$ cat src/rtl/alu_exec_ctrl_if.sv
// alu_exec_ctrl_if: instruction-issue and writeback handshake bundle for the
// execute-stage sequencer. The master side is decode/register-read plus the
// register-file write port; the slave side is alu_exec_ctrl.
interface alu_exec_ctrl_if;
    logic        in_valid;
    logic        in_ready;
    logic [31:0] in_inf;
    logic [31:0] in_a;
    logic [31:0] in_b;
    logic [3:0]  in_rd;
    logic        wb_valid;
    logic        wb_ready;
    logic [31:0] wb_data;
    logic [3:0]  wb_rd;
    logic        wb_we;

    modport master (
        output in_valid, in_inf, in_a, in_b, in_rd, wb_ready,
        input  in_ready, wb_valid, wb_data, wb_rd, wb_we
    );

    modport slave (
        input  in_valid, in_inf, in_a, in_b, in_rd, wb_ready,
        output in_ready, wb_valid, wb_data, wb_rd, wb_we
    );
endinterface

$ cat src/rtl/alu_exec_ctrl.sv
// alu_exec_ctrl: execute-stage sequencer around a shared combinational ALU.
// Accepts one instruction at a time, registers the ALU operands, owns the
// architectural NZCV register, evaluates the condition field, stretches
// multiply to MUL_CYCLES ALU cycles and presents a registered writeback.
// Optional feature macro: ALU_CTRL_OVERLAP_EN -- when defined, a retirement
// in WB and a new accept may share one clock edge (one instruction / 2 cycles).
module alu_exec_ctrl #(
    parameter int MUL_CYCLES = 3
) (
    input  logic             clk,
    input  logic             rst_n,
    alu_exec_ctrl_if.slave   bus,
    output logic [31:0]      alu_a,
    output logic [31:0]      alu_b,
    output logic [31:0]      alu_inf,
    input  logic [31:0]      alu_r,
    input  logic             alu_n,
    input  logic             alu_z,
    input  logic             alu_c,
    input  logic             alu_v,
    output logic [3:0]       flags,
    output logic             busy
);

    typedef enum logic [1:0] {IDLE, EXEC, MUL_WAIT, WB} state_t;

    localparam logic [3:0] OP_MUL      = 4'b0010;
    localparam logic [3:0] OP_CMP      = 4'b0110;
    localparam logic [3:0] MUL_LOAD    = 4'(MUL_CYCLES - 1);
    localparam logic       MUL_STRETCH = (MUL_CYCLES > 1);

    state_t     state;
    logic [3:0] cnt;
    logic       pass;
    logic       idle_rdy;
    logic [3:0] rd_q;
    logic       accept;
    logic       in_mul;
    logic [3:0] op;
    logic       flag_upd;

    // Condition field evaluated against {N,Z,C,V}.
    function automatic logic cond_pass(input logic [3:0] cc, input logic [3:0] f);
        logic n, z, c, v;
        {n, z, c, v} = f;
        case (cc)
            4'b0000: cond_pass = z;
            4'b0001: cond_pass = !z;
            4'b0010: cond_pass = c;
            4'b0011: cond_pass = !c;
            4'b0100: cond_pass = n;
            4'b0101: cond_pass = !n;
            4'b0110: cond_pass = v;
            4'b0111: cond_pass = !v;
            4'b1000: cond_pass = c && !z;
            4'b1001: cond_pass = !c || z;
            4'b1010: cond_pass = (n == v);
            4'b1011: cond_pass = (n != v);
            4'b1100: cond_pass = !z && (n == v);
            4'b1101: cond_pass = z || (n != v);
            4'b1110: cond_pass = 1'b1;
            default: cond_pass = 1'b0;
        endcase
    endfunction

    // Opcodes that produce a register result.
    function automatic logic op_writes(input logic [3:0] o);
        op_writes = (o <= 4'b0101) || (o == 4'b0111) || (o == 4'b1000);
    endfunction

    // Opcodes 1001-1111 are undefined and never touch the flags.
    function automatic logic op_defined(input logic [3:0] o);
        op_defined = (o <= 4'b1000);
    endfunction

    // Ready is registered in IDLE; with overlap, WB forwards the consumer's ready.
`ifdef ALU_CTRL_OVERLAP_EN
    assign bus.in_ready = idle_rdy || ((state == WB) && bus.wb_ready);
`else
    assign bus.in_ready = idle_rdy;
`endif

    // Accept decode and flag-update qualification for the EXEC cycle.
    assign accept   = bus.in_valid && bus.in_ready;
    assign in_mul   = (bus.in_inf[27:24] == OP_MUL) && MUL_STRETCH;
    assign op       = alu_inf[27:24];
    assign flag_upd = pass && op_defined(op) && (alu_inf[23] || (op == OP_CMP));

    // Sequencer: issue, multiply stretch, result capture and writeback hold.
    always_ff @(posedge clk) begin
        if (!rst_n) begin
            state        <= IDLE;
            cnt          <= '0;
            pass         <= 1'b0;
            idle_rdy     <= 1'b0;
            busy         <= 1'b0;
            flags        <= '0;
            rd_q         <= '0;
            alu_a        <= '0;
            alu_b        <= '0;
            alu_inf      <= '0;
            bus.wb_valid <= 1'b0;
            bus.wb_data  <= '0;
            bus.wb_rd    <= '0;
            bus.wb_we    <= 1'b0;
        end else if (accept) begin
            // Condition field forced to AL so the ALU's own check always passes.
            alu_a        <= bus.in_a;
            alu_b        <= bus.in_b;
            alu_inf      <= {4'b1110, bus.in_inf[27:0]};
            rd_q         <= bus.in_rd;
            pass         <= cond_pass(bus.in_inf[31:28], flags);
            idle_rdy     <= 1'b0;
            busy         <= 1'b1;
            bus.wb_valid <= 1'b0;
            if (in_mul) begin
                state <= MUL_WAIT;
                cnt   <= MUL_LOAD;
            end else begin
                state <= EXEC;
            end
        end else begin
            case (state)
                IDLE: idle_rdy <= 1'b1;
                MUL_WAIT: begin
                    cnt <= cnt - 4'd1;
                    if (cnt == 4'd1) state <= EXEC;
                end
                EXEC: begin
                    bus.wb_data  <= alu_r;
                    bus.wb_rd    <= rd_q;
                    bus.wb_we    <= pass && op_writes(op);
                    bus.wb_valid <= 1'b1;
                    if (flag_upd) flags <= {alu_n, alu_z, alu_c, alu_v};
                    state <= WB;
                end
                WB: begin
                    if (bus.wb_ready) begin
                        bus.wb_valid <= 1'b0;
                        idle_rdy     <= 1'b1;
                        busy         <= 1'b0;
                        state        <= IDLE;
                    end
                end
                default: state <= IDLE;
            endcase
        end
    end

endmodule

$ cat src/flat_wrapper.sv
// flat-port wrapper written by rule: the top's interface ports become plain ports
module alu_exec_ctrl_flat 
#(
    parameter int MUL_CYCLES = 3
)
  (clk, rst_n, alu_a, alu_b, alu_inf, alu_r, alu_n, alu_z, alu_c, alu_v, flags, busy, bus_in_valid, bus_in_inf, bus_in_a, bus_in_b, bus_in_rd, bus_wb_ready, bus_in_ready, bus_wb_valid, bus_wb_data, bus_wb_rd, bus_wb_we);
  alu_exec_ctrl_if bus_i ();
  input  logic clk;
  input  logic rst_n;
  output logic [31:0] alu_a;
  output logic [31:0] alu_b;
  output logic [31:0] alu_inf;
  input  logic [31:0] alu_r;
  input  logic alu_n;
  input  logic alu_z;
  input  logic alu_c;
  input  logic alu_v;
  output logic [3:0] flags;
  output logic busy;
  input wire logic [$bits(bus_i.in_valid)-1:0] bus_in_valid;
  input wire logic [$bits(bus_i.in_inf)-1:0] bus_in_inf;
  input wire logic [$bits(bus_i.in_a)-1:0] bus_in_a;
  input wire logic [$bits(bus_i.in_b)-1:0] bus_in_b;
  input wire logic [$bits(bus_i.in_rd)-1:0] bus_in_rd;
  input wire logic [$bits(bus_i.wb_ready)-1:0] bus_wb_ready;
  output wire logic [$bits(bus_i.in_ready)-1:0] bus_in_ready;
  output wire logic [$bits(bus_i.wb_valid)-1:0] bus_wb_valid;
  output wire logic [$bits(bus_i.wb_data)-1:0] bus_wb_data;
  output wire logic [$bits(bus_i.wb_rd)-1:0] bus_wb_rd;
  output wire logic [$bits(bus_i.wb_we)-1:0] bus_wb_we;
  assign bus_i.in_valid = bus_in_valid;
  assign bus_i.in_inf = bus_in_inf;
  assign bus_i.in_a = bus_in_a;
  assign bus_i.in_b = bus_in_b;
  assign bus_i.in_rd = bus_in_rd;
  assign bus_i.wb_ready = bus_wb_ready;
  assign bus_in_ready = bus_i.in_ready;
  assign bus_wb_valid = bus_i.wb_valid;
  assign bus_wb_data = bus_i.wb_data;
  assign bus_wb_rd = bus_i.wb_rd;
  assign bus_wb_we = bus_i.wb_we;
  alu_exec_ctrl #(.MUL_CYCLES(MUL_CYCLES)) u_core (.clk(clk), .rst_n(rst_n), .bus(bus_i), .alu_a(alu_a), .alu_b(alu_b), .alu_inf(alu_inf), .alu_r(alu_r), .alu_n(alu_n), .alu_z(alu_z), .alu_c(alu_c), .alu_v(alu_v), .flags(flags), .busy(busy));
endmodule
$ cat config.mk
export PLATFORM = sky130hd
export DESIGN_NAME = alu_exec_ctrl_flat
export DESIGN_NICKNAME = d
export VERILOG_FILES = /design/src/rtl/alu_exec_ctrl_if.sv /design/src/rtl/alu_exec_ctrl.sv /design/src/flat_wrapper.sv
export SDC_FILE = /design/constraint.sdc
export NUM_CORES = 1
export LEC_CHECK = 0
export BUFFER_PORTS_ARGS = -buffer_cell sky130_fd_sc_hd__buf_2
export CORE_UTILIZATION = 33
export DETAILED_ROUTE_END_ITERATION = 8
export GPL_TIMING_DRIVEN = 0
export PLACE_DENSITY = 0.74
export SLEW_MARGIN = 0
export SYNTH_ARGS = -nofsm -noshare
export SYNTH_HDL_FRONTEND = slang
export SYNTH_SLANG_ARGS = --single-unit
$ cat constraint.sdc
create_clock -name clk -period 1.3 [get_ports clk]
set_input_delay 0.065 -clock clk [delete_from_list [all_inputs] [get_ports clk]]
set_output_delay 0.065 -clock clk [all_outputs]
set_load 0.03 [all_outputs]
==> flow_summary.json, run 1 <==
{
  "p_leak_nw": 4.58,
  "starting_density_of_the_core": 0.344,
  "timing_worst_slew_pin_value_ns": 0.746,
  "syn_to_final_growth_pct": 82.4,
  "drc": 0,
  "synthesis.instances": 699,
  "routedWlPerCell_microns": 16.2,
  "setup_ws_ns": -0.207,
  "totalWireLength_microns": 22400,
  "fillCellCount": 1257,
  "status": "finished, violations left",
  "post_synth_instance_area_sq_mm": 0.00554,
  "relSlewSlack": 0.503,
  "maxCapViolCount": 0,
  "layout.nets": 1301,
  "detailed_placer_s_ending_hpwl_microns": 12400,
  "cts_buffers": 17,
  "final.period_utilization": 1.16,
  "crit_path_max_fanout": 4,
  "htreeDepth": 4,
  "avgSynthCellArea_sq_um": 7.92,
  "detailroute.via_count": 6663,
  "core_area_sq_mm": 0.0161,
  "final.min_clock_period_ns": 1.51,
  "clkTransAtPathRegs_ns": 0.06,
  "clock_tree_from_tritoncts": "done",
  "post_synthesis_sequential_element_count": 148,
  "detail_route.vias_per_cell": 4.82,
  "cp-end-kind": "flop",
  "finalSetupViolCount": 45,
  "postSynth.asyncResetShare": 0,
  "violated_checks": "setup timing",
  "area.sequential_sq_mm": 0.00299,
  "instances_no_fill": 1383,
  "fp.dieArea_sq_mm": 0.0173,
  "fin_hold_ws_ns": 0.0538,
  "cts-root-to-sink-buffers": 2,
  "critPathRequiredTime_ns": 1.61,
  "ir_worst_vdd_v": 0.000903,
  "worstSetupStartpointType": "flop",
  "placedCellCount": 1192,
  "globalplace.congestion": 0.847,
  "synth_sequential_area_ratio": 0.535,
  "finalClockSkew_ns": 0.0155,
  "grt_overflow_total": 0,
  "dominantRegCellSynth": "dfxtp_1",
  "synth_cell_types": 47,
  "groute.usage.overall": 0.238,
  "proportion_of_layout_cells_with_a_drive_suffix_above_1": 0.401,
  "post_synth_edffs": 0,
  "layout.cells.most_common": "buf_2",
  "boundaryPins": 280,
  "timing_hold_violations_final": 0,
  "drv_slew": 0,
  "multi_input_comb_area_sq_mm": 0.00274,
  "synth_nets": 846,
  "largest_net_degree_at_the_start_of_global_routing": 17,
  "unrepaired_setup_endpoints_after_global_routing": "yes",
  "hp-class": "input port to flop",
  "firstDrtPassIters": 5,
  "synth_warnings": 0,
  "grt_pass1_vias": 6486,
  "critPathKind": "flop to flop",
  "drt_initial_violations": 288,
  "grt_antenna_before_repair": 0,
  "num_rows": 46,
  "die-height_microns": 132,
  "buffer_ports.inserted": 277,
  "p_total_mw": 17.3,
  "drtAntennaViolNets": 0,
  "max_clock_freq_ghz": 0.664,
  "dieWidth_microns": 132,
  "layout_common_cells": "283 x buf_2, 244 x nand2_1, 139 x dfxtp_1",
  "tritoncts_num_sinks": 148,
  "r2r_setup_slack_ns": -0.21,
  "clk-insertion-delay-late_ns": 0.43,
  "n_antenna_cell": 0,
  "grt_pass1_wl_microns": 32800,
  "clockRootBuffer": "clkbuf_16",
  "preCtsSetupSlack_ns": -0.385,
  "timing.critical_path.arrival_ns": 1.82,
  "power.density_mw_per_mm2": 1710
}
-- worst paths after layout --
kind                            cells past startpoint       startpoint              end
worst min-delay path                                4   bus_in_inf[26]    u_core.cnt[1]
worst max register to register                      6    u_core.cnt[1]  u_core.state[1]
worst max-delay path                                6    u_core.cnt[1]  u_core.state[1]
worst min register to register                      2  u_core.alu_b[9]  u_core.alu_b[9]
-- metal layers --
metal	share of wire	track usage	up-vias	routed length, microns
li1	-	-	3190	-
met1	0.40	0.263	3094	8930
met2	0.50	0.418	297	11200
met3	0.057	0.0559	82	1270
met4	0.044	0.135	0	994
met5	0	0	-	0
-- layout make-up --
type / count / share of cell area
plain buffers: 49 / 0.0401
clock buffers: 19 / 0.0439
clock inverters: 13 / 0.0168
inverters: 11 / 0.00458
multi-input cells: 490 / 0.271
flip-flops and latches: 148 / 0.296
well taps: 216 / 0.0268
repair buffers: 437 / 0.301
-- cells in the mapped netlist, drive strengths merged, types with 2 or more instances --
| cell type | count | share of area |
|---|---|---|
| nor2 | 9 | 0.0066 |
| nand2 | 282 | 0.19 |
| dfxtp | 148 | 0.54 |
| o2bb2ai | 2 | 0.0032 |
| o22ai | 2 | 0.0023 |
| a31oi | 2 | 0.0023 |
| xnor2 | 2 | 0.0032 |
| xor2 | 3 | 0.0047 |
| a21oi | 138 | 0.12 |
| nand2b | 2 | 0.0023 |
| o31ai | 2 | 0.0027 |
| clkbuf | 15 | 0.010 |
| nor2b | 2 | 0.0023 |
| o221ai | 2 | 0.0032 |
| and2 | 2 | 0.0023 |
| mux2i | 4 | 0.0072 |
| o211ai | 3 | 0.0041 |
| o21ai | 2 | 0.0018 |
| buf | 35 | 0.032 |
| ha | 7 | 0.016 |
| o21a | 2 | 0.0027 |
| a22oi | 2 | 0.0036 |
| inv | 11 | 0.0075 |
| nand3 | 3 | 0.0027 |
-- sequential cells by signal, summed over array words and instances, names as in the netlist --
signal and flops:
u_core.alu_inf 29, u_core.bus.in_ready 1, u_core.bus.wb_valid 1, u_core.bus.wb_rd 4, u_core.cnt 4, u_core.bus.wb_we 1, u_core.busy 1, u_core.alu_a 32
u_core.rd_q 4, u_core.pass 1, u_core.alu_b 32, u_core.flags 4, u_core.bus.wb_data 32, u_core.state 2
-- critical path: stages, from the launching register on --
cell      delay [ns]
dfxtp_2         0.33
inv_2           0.07
ha_4            0.11
or3b_4          0.37
a22oi_2         0.25
o211ai_1        0.11
o311a_1         0.14
-- through the flow --
step	TNS [ns]	instance area, sq um	util
floorplan	-0.852	5550	-
global placement	-30.74	7210	0.447
detailed placement	-28.72	7210	0.447
CTS	-2.15	9550	0.593
global route	-5.81	10100	0.627
finish	-3.94	10100	0.627
-- cell families after synthesis --
kind of cell | synth area share
buf+inv | 0.0499
mux | 0.00723
simple gates | 0.219
fa+ha+maj | 0.0158
xor+xnor | 0.0120
compound gates | 0.160
flops | 0.535
other cells | 0.000677
-- what timing repair did --
item / 4_1_cts / 5_1_grt
gates cloned: 5 / 3
setup endpoints to repair: 138 / 137
hold buffers: 136 / 0
endpoints found under the hold margin: 135 / 0
pin swaps: 2 / 58
setup buffers: 10 / 8
resized for setup: 87 / 122
-- where the power goes --
part | leakage, nW | internal, mW | switching, mW | total (mW)
registers | 1.21 | 5.23 | 0.456 | 5.69
clock network | 0.297 | 3.11 | 2.09 | 5.20
logic | 3.08 | 2.61 | 3.78 | 6.39
(Power assumes the default switching activity.)
==> run 2: changes to the inputs <==
Settings changed: CORE_UTILIZATION 33 to 41, PLACE_DENSITY 0.74 to 0.87.
==> run 2 against run 1 <==
Compared with the run above: die area shrank 19%; setup slack lost 0.081 ns; combinational power grew 0.9%; register-to-register slack lost 0.08 ns; critical path type unchanged; the flow still finishes with violations (setup timing); sequential power grew 1%; count of clock-buffer cells in the layout grew 1; via count grew 8.0%; wire length grew 11%; largest power group unchanged; critical endpoint is now u_core.bus.wb_data[30].
==> flow_summary.json, run 2 (synthesized netlist as in run 1, its figures left out) <==
{
  "drv_slew": 0,
  "starting_density_of_the_core": 0.420,
  "preCtsSetupSlack_ns": -0.371,
  "clk-insertion-delay-late_ns": 0.42,
  "registers_with_the_most_flip_flops": "u_core.alu_a: 32 flops, u_core.alu_b: 32 flops, u_core.bus.wb_data: 32 flops",
  "critical_path.cell_chain": "inv_4, ha_4, a21boi_4, buf_12, clkbuf_16, nand2_1, a21oi_1",
  "crit_family": "compound AO/OA/AOI/OAI gates",
  "detailroute.via_count": 7195,
  "tritoncts_num_sinks": 148,
  "power.share.combinational": 0.383,
  "worstSetupStartpointType": "flop",
  "power.density_mw_per_mm2": 1690,
  "timing.critical_path.arrival_ns": 1.90,
  "clockRootBuffer": "clkbuf_16",
  "drc": 0,
  "cp_num_buf_inv": 3,
  "detailed_placer_s_ending_hpwl_microns": 11900,
  "critPathRequiredTime_ns": 1.61,
  "p_leak_nw": 4.58,
  "die-height_microns": 118,
  "maxCapViolCount": 0,
  "cts-root-to-sink-buffers": 2,
  "area.sequential_sq_mm": 0.00298,
  "routedWlPerCell_microns": 18.5,
  "buffer_ports.inserted": 277,
  "fin_util": 0.756,
  "groute.usage.overall": 0.304,
  "detail_route.vias_per_cell": 5.37,
  "proportion_of_layout_cells_with_a_drive_suffix_above_1": 0.403,
  "critPathKind": "flop to flop",
  "power_switching_mw": 6.42,
  "final.min_clock_period_ns": 1.59,
  "drt_initial_violations": 547,
  "fp.dieArea_sq_mm": 0.0140,
  "grt_antenna_before_repair": 1,
  "timing_hold_violations_final": 0,
  "power.internal_mw": 10.4,
  "unrepaired_setup_endpoints_after_global_routing": "yes",
  "dieWidth_microns": 118,
  "layout.nets": 1297,
  "stdcell_area_sq_mm": 0.00998,
  "finalSetupViolCount": 54,
  "max_clock_freq_ghz": 0.630,
  "status": "finished, violations left",
  "hp-class": "input port to flop",
  "syn_to_final_growth_pct": 80.2,
  "clkPwrFrac": 0.276,
  "final.period_utilization": 1.22,
  "cp-end-kind": "flop",
  "layout_common_cells": "282 x buf_2, 243 x nand2_1, 140 x dfxtp_1",
  "crit_path_max_fanout": 8,
  "globalplace.congestion": 0.857,
  "largest_net_degree_at_the_start_of_global_routing": 17,
  "grt_pass1_vias": 6822,
  "core_area_sq_mm": 0.0132,
  "relSlewSlack": 0.463,
  "ir_worst_vdd_v": 0.00120,
  "slowest_stage": "dfxtp_4",
  "num_rows": 42,
  "p_total_mw": 16.9,
  "totalWireLength_microns": 24800,
  "pwr-share-seq": 0.341,
  "clkTransAtPathRegs_ns": 0.06,
  "firstDrtPassIters": 5,
  "htreeDepth": 4,
  "finalClockSkew_ns": 0.0103,
  "cts_buffers": 17,
  "drtAntennaViolNets": 0,
  "violated_checks": "setup timing",
  "setup_ws_ns": -0.288,
  "placed_area_sq_mm": 0.00716,
  "max_stage_delay_ns": 0.37,
  "timing_worst_slew_pin_value_ns": 0.805,
  "switching_share": 0.381,
  "clock_tree_from_tritoncts": "done",
  "layout.cells.most_common": "buf_2",
  "fillCellCount": 777,
  "grt_pass1_wl_microns": 33400,
  "multi_input_comb_area_sq_mm": 0.00280,
  "fin_hold_ws_ns": 0.104,
  "grt_overflow_total": 0,
  "boundaryPins": 280
}
==> run 2: cell types whose count changed in the layout (fill, tap and decap cells not counted), moves of 3 or more <==
cell      delta
buf_12       +3
buf_4       +10
buf_6       -12
buf_8        -6
clkbuf_4     +4
clkinv_2     +3
clkinv_4     +4
inv_6        -4
nand2_2      -5
nand2_4      +6
==> run 2: worst paths after layout <==
| path | start | end | slack [ns] | depth (start not counted) |
|---|---|---|---|---|
| worst min-delay path | bus_in_inf[24] | u_core.cnt[2] | 0.10 | 5 |
| worst min register to register | u_core.alu_b[26] | u_core.alu_b[26] | 0.45 | 2 |
| worst max-delay path | u_core.state[1] | u_core.bus.wb_data[30] | -0.29 | 7 |
| worst max register to register | u_core.state[1] | u_core.bus.wb_data[30] | -0.29 | 7 |
==> run 2: repair_timing <==
| item | CTS | global route |
|---|---|---|
| endpoints found under the setup margin | 139 | 135 |
| hold buffers | 136 | 0 |
| cloned | 1 | 3 |
| gates resized for setup | 61 | 143 |
| buffers inserted | 7 | 9 |
| pin swaps | 4 | 64 |
| hold endpoints to repair | 135 | 0 |
==> run 2: power by group through the flow <==
stage,combinational (mW),clock (mW),sequential (mW)
2_1_floorplan,1.79,0,6.78
3_3_place_gp,4.24,0,5.65
3_5_place_dp,4.31,0,5.68
4_1_cts,5.09,4.62,5.62
5_1_grt,6.75,4.84,5.78
6_report,6.45,4.66,5.75
==> run 2: worst register-to-register path, delay by kind of cell (launching register included) <==
family,cells,cell delay [ns]
AO/OA/AOI/OAI,2,0.47
adder cells (fa/ha/maj),1,0.14
buffers and inverters,3,0.45
flip-flops,1,0.37
AND/OR/NAND/NOR,1,0.06
==> run 2: area by class of cell <==
cell class              instances  share of cell area
clock buffers                  20              0.0448
repair buffers                432               0.297
inverters                      11             0.00464
multi-input cells             490               0.281
plain buffers                  50              0.0410
clock inverters                12              0.0107
well taps                     176              0.0221
diodes                          1            0.000251
flip-flops and latches        148               0.299
==> run 2: metrics by stage <==
step,TNS [ns],instances
floorplan,-0.852,699
global placement,-26.02,1152
detailed placement,-31.78,1152
CTS,-1.77,1328
global route,-9.52,1340
finish,-6.92,1340
==> run 2: per-layer routing <==
| metal | vias up | GRT usage | part of all wire | routed length (microns) |
|---|---|---|---|---|
| met5 | - | 0 | 0 | 0 |
| met4 | 0 | 0.188 | 0.070 | 1740 |
| met3 | 162 | 0.0854 | 0.074 | 1830 |
| met2 | 480 | 0.549 | 0.51 | 12600 |
| met1 | 3368 | 0.309 | 0.35 | 8700 |
| li1 | 3185 | - | - | - |
==> run 3: changes to the inputs <==
Settings changed: CORE_UTILIZATION 41 to 35, PLACE_DENSITY 0.87 to 0.78.
==> run 3 against run 2 <==
Compared with the run above: the flow still finishes with violations (setup timing); sequential share of layout area decreased by 0.46 points; register-to-register slack better by 0.10 ns; clock skew up 0.0017 ns; first-iteration DRC count shrank 52%; fmax increased by 6.9%; worst hold slack got worse by 0.054 ns; critical path type unchanged; highest routed layer unchanged.
==> flow_summary.json, run 3 (synthesized netlist as in run 1, its figures left out) <==
{
  "status": "finished, violations left",
  "violated_checks": "setup timing",
  "layout.nets": 1296,
  "fillCellCount": 1152,
  "grt_pass1_wl_microns": 31600,
  "detail_route.vias_per_cell": 4.91,
  "drt_initial_violations": 265,
  "registers_with_the_most_flip_flops": "u_core.alu_a: 32 flops, u_core.alu_b: 32 flops, u_core.bus.wb_data: 32 flops",
  "fin_tns_setup_ns": -2.80,
  "fp.dieArea_sq_mm": 0.0163,
  "globalplace.congestion": 0.813,
  "fin_util": 0.662,
  "unrepaired_setup_endpoints_after_global_routing": "yes",
  "clockRootBuffer": "clkbuf_16",
  "ir_worst_vdd_v": 0.00115,
  "layout_common_cells": "281 x buf_2, 244 x nand2_1, 140 x dfxtp_1",
  "final.min_clock_period_ns": 1.49,
  "detailroute.via_count": 6747,
  "drc": 0,
  "drtAntennaViolNets": 0,
  "grt_pass1_vias": 6374,
  "cts-root-to-sink-buffers": 2,
  "cp-end-kind": "flop",
  "timing.critical_path.arrival_ns": 1.78,
  "totalWireLength_microns": 22900,
  "cp_num_buf_inv": 1,
  "largest_net_degree_at_the_start_of_global_routing": 17,
  "pwr-share-seq": 0.329,
  "placed_area_sq_mm": 0.00720,
  "critical_path.cell_chain": "inv_2, ha_4, or3b_4, a22oi_2, o211ai_1, o311a_1",
  "p_leak_nw": 4.64,
  "timing.critical_path.depth": 6,
  "grt_overflow_total": 0,
  "clkPwrFrac": 0.301,
  "tritoncts_num_sinks": 148,
  "power.density_mw_per_mm2": 1700,
  "die-height_microns": 128,
  "r2r_setup_slack_ns": -0.19,
  "max_clock_freq_ghz": 0.673,
  "buffer_ports.inserted": 277,
  "num_rows": 45,
  "critPathKind": "flop to flop",
  "drv_slew": 0,
  "r2r_cells": 6,
  "stdcell_area_sq_mm": 0.0101,
  "timing_hold_violations_final": 0,
  "proportion_of_layout_cells_with_a_drive_suffix_above_1": 0.400,
  "boundaryPins": 280,
  "starting_density_of_the_core": 0.362,
  "worstSetupStartpointType": "flop",
  "maxCapViolCount": 0,
  "slowest_stage": "or3b_4",
  "core_area_sq_mm": 0.0153,
  "switching_share": 0.363,
  "relSlewSlack": 0.478,
  "finalClockSkew_ns": 0.0120,
  "syn_to_final_growth_pct": 83.2,
  "p_total_mw": 17.3,
  "crit_family": "compound AO/OA/AOI/OAI gates",
  "grt_antenna_before_repair": 1,
  "max_stage_delay_ns": 0.37,
  "preCtsSetupSlack_ns": -0.342,
  "worst_hold_path.endpoint": "u_core.cnt[1]",
  "detailed_placer_s_ending_hpwl_microns": 12100,
  "crit_path_max_fanout": 4,
  "power.share.combinational": 0.371,
  "firstDrtPassIters": 5,
  "worstHoldPathCells": 4,
  "clkTransAtPathRegs_ns": 0.06,
  "setup_ws_ns": -0.185,
  "min-delay-start": "bus_in_inf[24]",
  "power_switching_mw": 6.27,
  "timing_worst_slew_pin_value_ns": 0.783,
  "hp-class": "input port to flop",
  "finalSetupViolCount": 42,
  "final.period_utilization": 1.14,
  "power.internal_mw": 11.0,
  "dieWidth_microns": 128,
  "routedWlPerCell_microns": 16.6,
  "htreeDepth": 4,
  "critPathRequiredTime_ns": 1.59,
  "layout.cells.most_common": "buf_2",
  "capture_point_of_the_worst_reg_to_reg_path": "u_core.state[1]",
  "cts_buffers": 17,
  "reg2reg_from": "u_core.cnt[1]",
  "groute.usage.overall": 0.249,
  "clk-insertion-delay-late_ns": 0.42,
  "clock_tree_from_tritoncts": "done"
}
==> run 3: changes by cell type in the layout (fill, tap and decap cells not counted), moves of 3 or more <==
cell and change:
nand2_2 -6, buf_4 -7, bufinv_16 +3, clkbuf_4 -4, buf_8 +5, nand2_4 +5, buf_6 +5
==> run 3: layer usage <==
layer | vias to the layer above | routed length, microns | track usage | part of all wire
met1 | 3144 | 8800 | 0.268 | 0.39
met4 | 0 | 832 | 0.128 | 0.036
li1 | 3180 | - | - | -
met5 | - | 0 | 0 | 0
met3 | 74 | 1450 | 0.0726 | 0.063
met2 | 349 | 11800 | 0.441 | 0.51
==> run 3: power groups by stage <==
| stage | registers, mW | clock network (mW) | logic (mW) |
|---|---|---|---|
| after floorplan | 6.78 | 0 | 1.79 |
| after global placement | 5.65 | 0 | 4.28 |
| after detailed placement | 5.67 | 0 | 4.31 |
| after CTS | 5.60 | 5.24 | 5.12 |
| after global routing | 5.74 | 5.45 | 6.80 |
| final | 5.68 | 5.20 | 6.41 |
==> run 3: worst max-delay path by stage <==
stage                                      to            start  slack, ns
final                         u_core.state[1]    u_core.cnt[1]      -0.19
after global routing          u_core.state[1]    u_core.cnt[1]      -0.24
after CTS                     u_core.state[1]    u_core.cnt[1]      -0.13
after detailed placement  u_core.bus.wb_rd[3]  u_core.state[1]      -0.34
after global placement    u_core.bus.wb_rd[3]  u_core.state[1]      -0.36
after floorplan               u_core.state[1]    u_core.cnt[1]      -0.06
==> run 3: repair_timing <==
item	CTS	global route
pin swaps	3	71
setup buffers	8	6
endpoints found under the hold margin	135	0
gates resized for setup	63	154
cloned	1	4
endpoints found under the setup margin	138	114
hold buffers	136	0
==> run 3: worst reg2reg max path, cell delays in order (launching register included) <==
cell      delay, ns
dfxtp_2        0.33
inv_2          0.07
ha_4           0.12
or3b_4         0.37
a22oi_2        0.22
o211ai_1       0.12
o311a_1        0.13
==> run 3: final cells by class <==
class | instances | area, sq um | share of cell area
diodes | 1 | 2.50 | 0.000247
plain buffers | 49 | 417 | 0.0411
clock buffers | 20 | 437 | 0.0430
clock inverters | 12 | 179 | 0.0176
inverters | 11 | 46.3 | 0.00456
multi-input cells | 490 | 2820 | 0.278
flip-flops and latches | 148 | 2980 | 0.294
well taps | 211 | 264 | 0.0260
repair buffers | 432 | 2990 | 0.295
==> run 3: through the flow <==
step                      cells  hold slack, ns
after floorplan             699           0.193
after global placement     1187           0.305
after detailed placement   1187           0.310
after CTS                  1363          0.0590
after global routing       1374          0.0430
final                      1374          0.0497
